--- src/rtl/serial_to_parallel_converter.sv ---
// Assembles MSB-first serial bits, qualified by a per-bit strobe, into DATA_WIDTH-bit words.
// Presents each word through a one-entry valid/ready output register with sticky frame and overrun flags.
module serial_to_parallel_converter #(
  parameter int DATA_WIDTH = 8
) (
  input  logic                  clk,
  input  logic                  reset,
  input  logic                  serialDataIn,
  input  logic                  serialValid,
  input  logic                  frameStart,
  output logic [DATA_WIDTH-1:0] parallelDataOut,
  output logic                  parallelValid,
  input  logic                  parallelReady,
  output logic                  busy,
  output logic                  frameError,
  output logic                  overrunError,
  input  logic                  clearErrors
);

  localparam int CW = $clog2(DATA_WIDTH + 1);

  typedef enum logic {
    IDLE,
    SHIFT
  } state_e;

  state_e                  state_q, state_d;
  logic [DATA_WIDTH-1:0]   shift_q, shift_d;
  logic [CW-1:0]           cnt_q, cnt_d;
  logic [DATA_WIDTH-1:0]   data_q, data_d;
  logic                    valid_q, valid_d;
  logic                    frame_err_q, frame_err_d;
  logic                    overrun_err_q, overrun_err_d;

  logic [DATA_WIDTH-1:0]   shifted;
  logic [DATA_WIDTH-1:0]   first_bit;
  logic                    word_done;
  logic                    frame_set;
  logic                    overrun_set;

  assign shifted   = {shift_q[DATA_WIDTH-2:0], serialDataIn};
  assign first_bit = {{(DATA_WIDTH-1){1'b0}}, serialDataIn};

  // NOTE: every signal driven here gets a default first, so no path can infer a latch.
  always_comb begin
    state_d   = state_q;
    shift_d   = shift_q;
    cnt_d     = cnt_q;
    word_done = 1'b0;
    frame_set = 1'b0;

    if (serialValid) begin
      unique case (state_q)
        IDLE: begin
          if (frameStart) begin
            shift_d = first_bit;
            cnt_d   = CW'(1);
            state_d = SHIFT;
          end
        end
        SHIFT: begin
          if (frameStart) begin
            // A resync mid-word aborts the partial word and starts a new one with this bit.
            frame_set = 1'b1;
            shift_d   = first_bit;
            cnt_d     = CW'(1);
          end else if (cnt_q == CW'(DATA_WIDTH - 1)) begin
            word_done = 1'b1;
            shift_d   = shifted;
            cnt_d     = '0;
            state_d   = IDLE;
          end else begin
            shift_d = shifted;
            cnt_d   = cnt_q + CW'(1);
          end
        end
        default: state_d = IDLE;
      endcase
    end
  end

  always_comb begin
    data_d      = data_q;
    valid_d     = valid_q;
    overrun_set = 1'b0;

    if (word_done) begin
      // The slot is free if empty or being drained on this same edge.
      if (!valid_q || parallelReady) begin
        data_d  = shifted;
        valid_d = 1'b1;
      end else begin
        overrun_set = 1'b1;
      end
    end else if (valid_q && parallelReady) begin
      valid_d = 1'b0;
    end

    frame_err_d   = frame_set   | (frame_err_q   & ~clearErrors);
    overrun_err_d = overrun_set | (overrun_err_q & ~clearErrors);
  end

  // NOTE: sequential state uses non-blocking assignments so all registers update from pre-edge values.
  always_ff @(posedge clk or negedge reset) begin
    if (!reset) begin
      state_q       <= IDLE;
      shift_q       <= '0;
      cnt_q         <= '0;
      data_q        <= '0;
      valid_q       <= 1'b0;
      frame_err_q   <= 1'b0;
      overrun_err_q <= 1'b0;
    end else begin
      state_q       <= state_d;
      shift_q       <= shift_d;
      cnt_q         <= cnt_d;
      data_q        <= data_d;
      valid_q       <= valid_d;
      frame_err_q   <= frame_err_d;
      overrun_err_q <= overrun_err_d;
    end
  end

  assign parallelDataOut = data_q;
  assign parallelValid   = valid_q;
  assign busy            = (state_q == SHIFT);
  assign frameError      = frame_err_q;
  assign overrunError    = overrun_err_q;

endmodule

--- config.mk ---
export PLATFORM = sky130hd
export DESIGN_NAME = serial_to_parallel_converter
export DESIGN_NICKNAME = d
export VERILOG_FILES = /design/src/rtl/serial_to_parallel_converter.sv
export SDC_FILE = /design/constraint.sdc
export NUM_CORES = 1
export LEC_CHECK = 0
export CORE_UTILIZATION = 50
export DETAILED_ROUTE_END_ITERATION = 8
export PLACE_DENSITY = 0.75
export SYNTH_ARGS = -nofsm -noshare
export SYNTH_HDL_FRONTEND = slang
export SYNTH_SLANG_ARGS = --single-unit
--- constraint.sdc ---
create_clock -name clk -period 1.99 [get_ports clk]
set_input_delay 0.199 -clock clk [delete_from_list [all_inputs] [get_ports clk]]
set_output_delay 0.199 -clock clk [all_outputs]
set_load 0.01 [all_outputs]
* After elaboration in Yosys (flattened, before gate mapping) *
Cells that the tools add are included.

operators by class
  add/subtract/negate cells = 1
  multipliers = 0
  div/mod/pow operators = 0
  magnitude comparators = 0
  equal/unequal tests = 3
  shift operators = 0
  multiplexer cells = 22
  bitwise operators = 6
  reduce and logical (&&, ||, !) cells = 7

operators by type and width
  cell                 count
  $mux 1               14
  $mux 7               2
  $pmux 7 s2           1
  $mux 4               3
  $pmux 4 s2           1
  $reduce_and 2->1     3
  $add 4x1->4 const B  1
  $eq 4x3->1 const B   1
  $and 1x1->1          2
  $ne 2x1->1 const B   1
  $ne 2x2->1 const B   1
  $not 1->1            2
  $or 1x1->1           2
  $pmux 1 s2           1
  $reduce_bool 2->1    1
  $logic_and 1x1->1    1
  $logic_not 1->1      1
  $logic_or 1x1->1     1

storage, ports and cells
  register bits = 23
  latch bits = 0
  bits in writable memories = 0
  memory bits (read-only) = 0
  input port bits = 7
  output and inout port bits = 12
  word-level logic and storage cells = 46
  memories = 0

* Logic depth before layout (Yosys ltp) *
  depth after elaboration = 7
  mapped depth = 5
  depth with buffers taken out = 4

* Worst setup path before layout *
Ideal clock, no wire load.

  path kind = flip-flop to flip-flop
  start point = register cnt_q[0]
  end point = register data_q[0] (netlist: parallelDataOut[0])
  library setup time = 0.125 ns
  data arrival time = 1.421 ns
  data required time = 1.865 ns
  setup slack = 0.444 ns
  stages on the path, launching flop included = 6
  buffers on the path = 1
  period minus slack after synthesis = 1.546 ns
  cells stage by stage = dfrtp_1 -> ha_1 -> and4b_1 -> and4b_1 -> buf_6 -> mux2_4

between the ends
  cells in the longest elaborated chain, start to end = 6

RTL lines
  element                            line  text
  from (decl)                        29    logic [CW-1:0] cnt_q, cnt_d;
  from (signal assigned)             116   cnt_q <= cnt_d;
  $eq 4x3->1                         67    end else if (cnt_q == CW'(DATA_WIDTH - 1)) begin
  $mux 1                             67
  $mux 1                             62    if (frameStart) begin
  $mux 1                             53    unique case (state_q)
  $mux 1                             52    if (serialValid) begin
  $reduce_and 2->1 (no source line)  -
  to (signal assigned)               117   data_q <= data_d;
  to (decl)                          30    logic [DATA_WIDTH-1:0] data_q, data_d;

Every way passes these cells.
A chain may end at the register's enable or synchronous reset.

* Worst setup path in the final report *
  start point = register cnt_q[0]
  end point = register data_q[5] (netlist: parallelDataOut[5])

The elaborated chain is that of the path after synthesis.

==> results.sh <==
export IMPL_gr_total_overflow=0
export IMPL_wl_um=1829
export IMPL_cts_sinks=23
export IMPL_cts_repair_resized=0
export IMPL_clkTransAtPathRegs_ns=0.12
export IMPL_final_common_cell="dfrtp_1"
export IMPL_cts_tree="yes"
export IMPL_slew_headroom_pct=80.74
export IMPL_required_ns=2.20
export IMPL_viasPerCell=5.440
export IMPL_seq_area_frac_synth_pct=55.22
export IMPL_drtIter0Drc=10
export IMPL_io_pins=19
export IMPL_tightest_slew_ns=0.2890
export IMPL_skew_ns=0.004873
export IMPL_syn_area_mm2=0.001042
export IMPL_ys_top_cells_by_area="dfrtp_1 (55%), mux2_4 (12%), a2bb2oi_1 (5.9%)"
export IMPL_critPathArrivalTime_ns=1.88
export IMPL_clkLatencyLatePin_ns=0.32
export IMPL_end_kind="register"
export IMPL_coreArea_mm2=0.001962
export IMPL_synth_top_cell_area_share_pct=55.22
export IMPL_final_net_count=116
export IMPL_grt_pass1_wl_um=3049
export IMPL_drv_cap=0
export IMPL_port_buffers=18
export IMPL_hp_class="in -> async"
export IMPL_worst_r2r_cell_count=5
export IMPL_gp_congestion=0.7368
export IMPL_root_buffer="clkbuf_4"
export IMPL_syn_num_nets=94
export IMPL_rows=16
export IMPL_synth_edf_count=0
export IMPL_cellPowerDensity_mw_per_mm2=891.2
export IMPL_ys_seq_elements=23
export IMPL_ys_flop_type="dfrtp_1"
export IMPL_stdcell_area_mm2=0.001290
export IMPL_status="finished clean"
export IMPL_antenna_found_initial=0
export IMPL_yosysWarnings=0
export IMPL_syn_instance_count=86
export IMPL_final_cell_mix="dfrtp_1 (23), clkdlybuf4s50_1 (18), inv_1 (9), o22ai_1 (8), mux2_4 (8)"
export IMPL_rsz0062_at_grt="no"
export IMPL_htreeDepth=1
export IMPL_p_leak_uw=0.0005732
export IMPL_finalHoldViolations=0
export IMPL_holdBufCountCts=0
export IMPL_ant_nets=0
export IMPL_dpl_worst_slack_ns=0.2391
export IMPL_dieHeight_um=47.66
export IMPL_hpwl_um=1311
export IMPL_path_class="reg -> reg"
export IMPL_setup_slack_ns=0.3213
export IMPL_clockBufferDepth=2
export IMPL_grt_pass1_vias=708
export IMPL_post_dp_cell_area_mm2=0.001262
export IMPL_worstPathMaxFanout=8
export IMPL_grt_max_degree=24
export IMPL_yosysTopAreaCell="dfrtp_1"
export IMPL_synthArstFlopShare_pct=100.0
export IMPL_post_drt_wl_per_cell_um=13.65
export IMPL_vdd_drop_max_uv=481.7
export IMPL_setup_tns_final_ns=0
export IMPL_min_period_over_period_pct=83.86
export IMPL_setup_viol=0
export IMPL_die_w_um=47.66
export IMPL_grt_use_total_pct=19.84
export IMPL_die_area_mm2=0.002271
export IMPL_start_util_pct=53.13
export IMPL_finalCriticalPeriod_ns=1.669
export IMPL_cts_made_buffers=3
export IMPL_diodes=0
export IMPL_via_count=729
export IMPL_area_growth_pct=23.77
export IMPL_finalMaxSlewViolations=0
export IMPL_avgSynthCellArea_um2=12.12
export IMPL_post_cts_repair_setup_buffers=0
export IMPL_drive_above_1_share_pct=16.82
export IMPL_critPathLaunchType="register"
export IMPL_ys_types=28
export IMPL_max_freq_mhz=599.3
export IMPL_drc=0
export IMPL_firstDrtPassIters=4
-- cells in the mapped netlist (2+ instances only) --
library cell  instances
inv_1                 9
mux2_4                8
a2bb2oi_1             7
o22ai_1               8
clkbuf_1              3
dfrtp_1              23
and4b_1               2
nand2_1               5
o21ai_0               2
-- metal layers --
layer  routed length, um  GRT usage, %  up-vias
met5                   0             0        -
met1                 856         24.52      354
met4                  46         12.78        0
met3                  59         3.774        5
li1                    -             -      352
met2                 866         31.78       18
-- cells by family (layout without fill, tap and decap cells) --
kind of cell,Yosys count,in the layout,share of synthesized area [%]
DFF,23,23,55.22
muxes,9,9,12.61
buffers and inverters,15,36,6.241
and+or+nand+nor,15,15,8.644
AOI/OAI and AO/OA,23,23,16.09
adders and majority gates,1,1,1.200
-- stage by stage --
stage	total power, uW	hold WS, ns	instances	utilization (%)
5_1_grt	1228	0.2489	134	65.75
3_5_place_dp	947.9	0.5037	130	64.35
2_1_floorplan	801.5	-0.09659	86	-
3_3_place_gp	935.4	0.4924	130	64.35
4_1_cts	1167	0.2255	134	65.75
6_report	1150	0.2218	134	65.75
-- cell type report --
type                    count  area [um2]
repair buffers             23       217.7
flip-flops and latches     23       575.6
fillers                   171       671.9
inverters                   9       33.78
clock buffers               3       22.52
multi-input cells          48       401.6
well taps                  27       33.78
clock inverters             1       5.005
-- report_power, final --
part	switching [uW]	internal (uW)
Combinational	130	202
Clock	141	75.4
Sequential	58.2	543
Total	329	821
-- registers in the layout, indices dropped and copies added (netlist names) --
name	cells
parallelDataOut	8
shift_q	7
cnt_q	4
busy	1
frameError	1
overrunError	1
parallelValid	1
-- worst paths after layout --
kind	from	end	slack [ns]
max reg2reg	cnt_q[0]	parallelDataOut[5]	0.32
min	reset	overrunError	0.22
max	cnt_q[0]	parallelDataOut[5]	0.32
max in group asynchronous	reset	cnt_q[0]	1.55
min reg2reg	frameError	frameError	0.52
min in group clk	clearErrors	frameError	0.44
-- worst max-delay path: stages, from the launching register on --
cell,delay (ns)
dfrtp_1,0.43
ha_1,0.24
and4b_1,0.23
and4b_1,0.19
buf_4,0.18
mux2_4,0.30
Power figures use the tool's default switching activity.
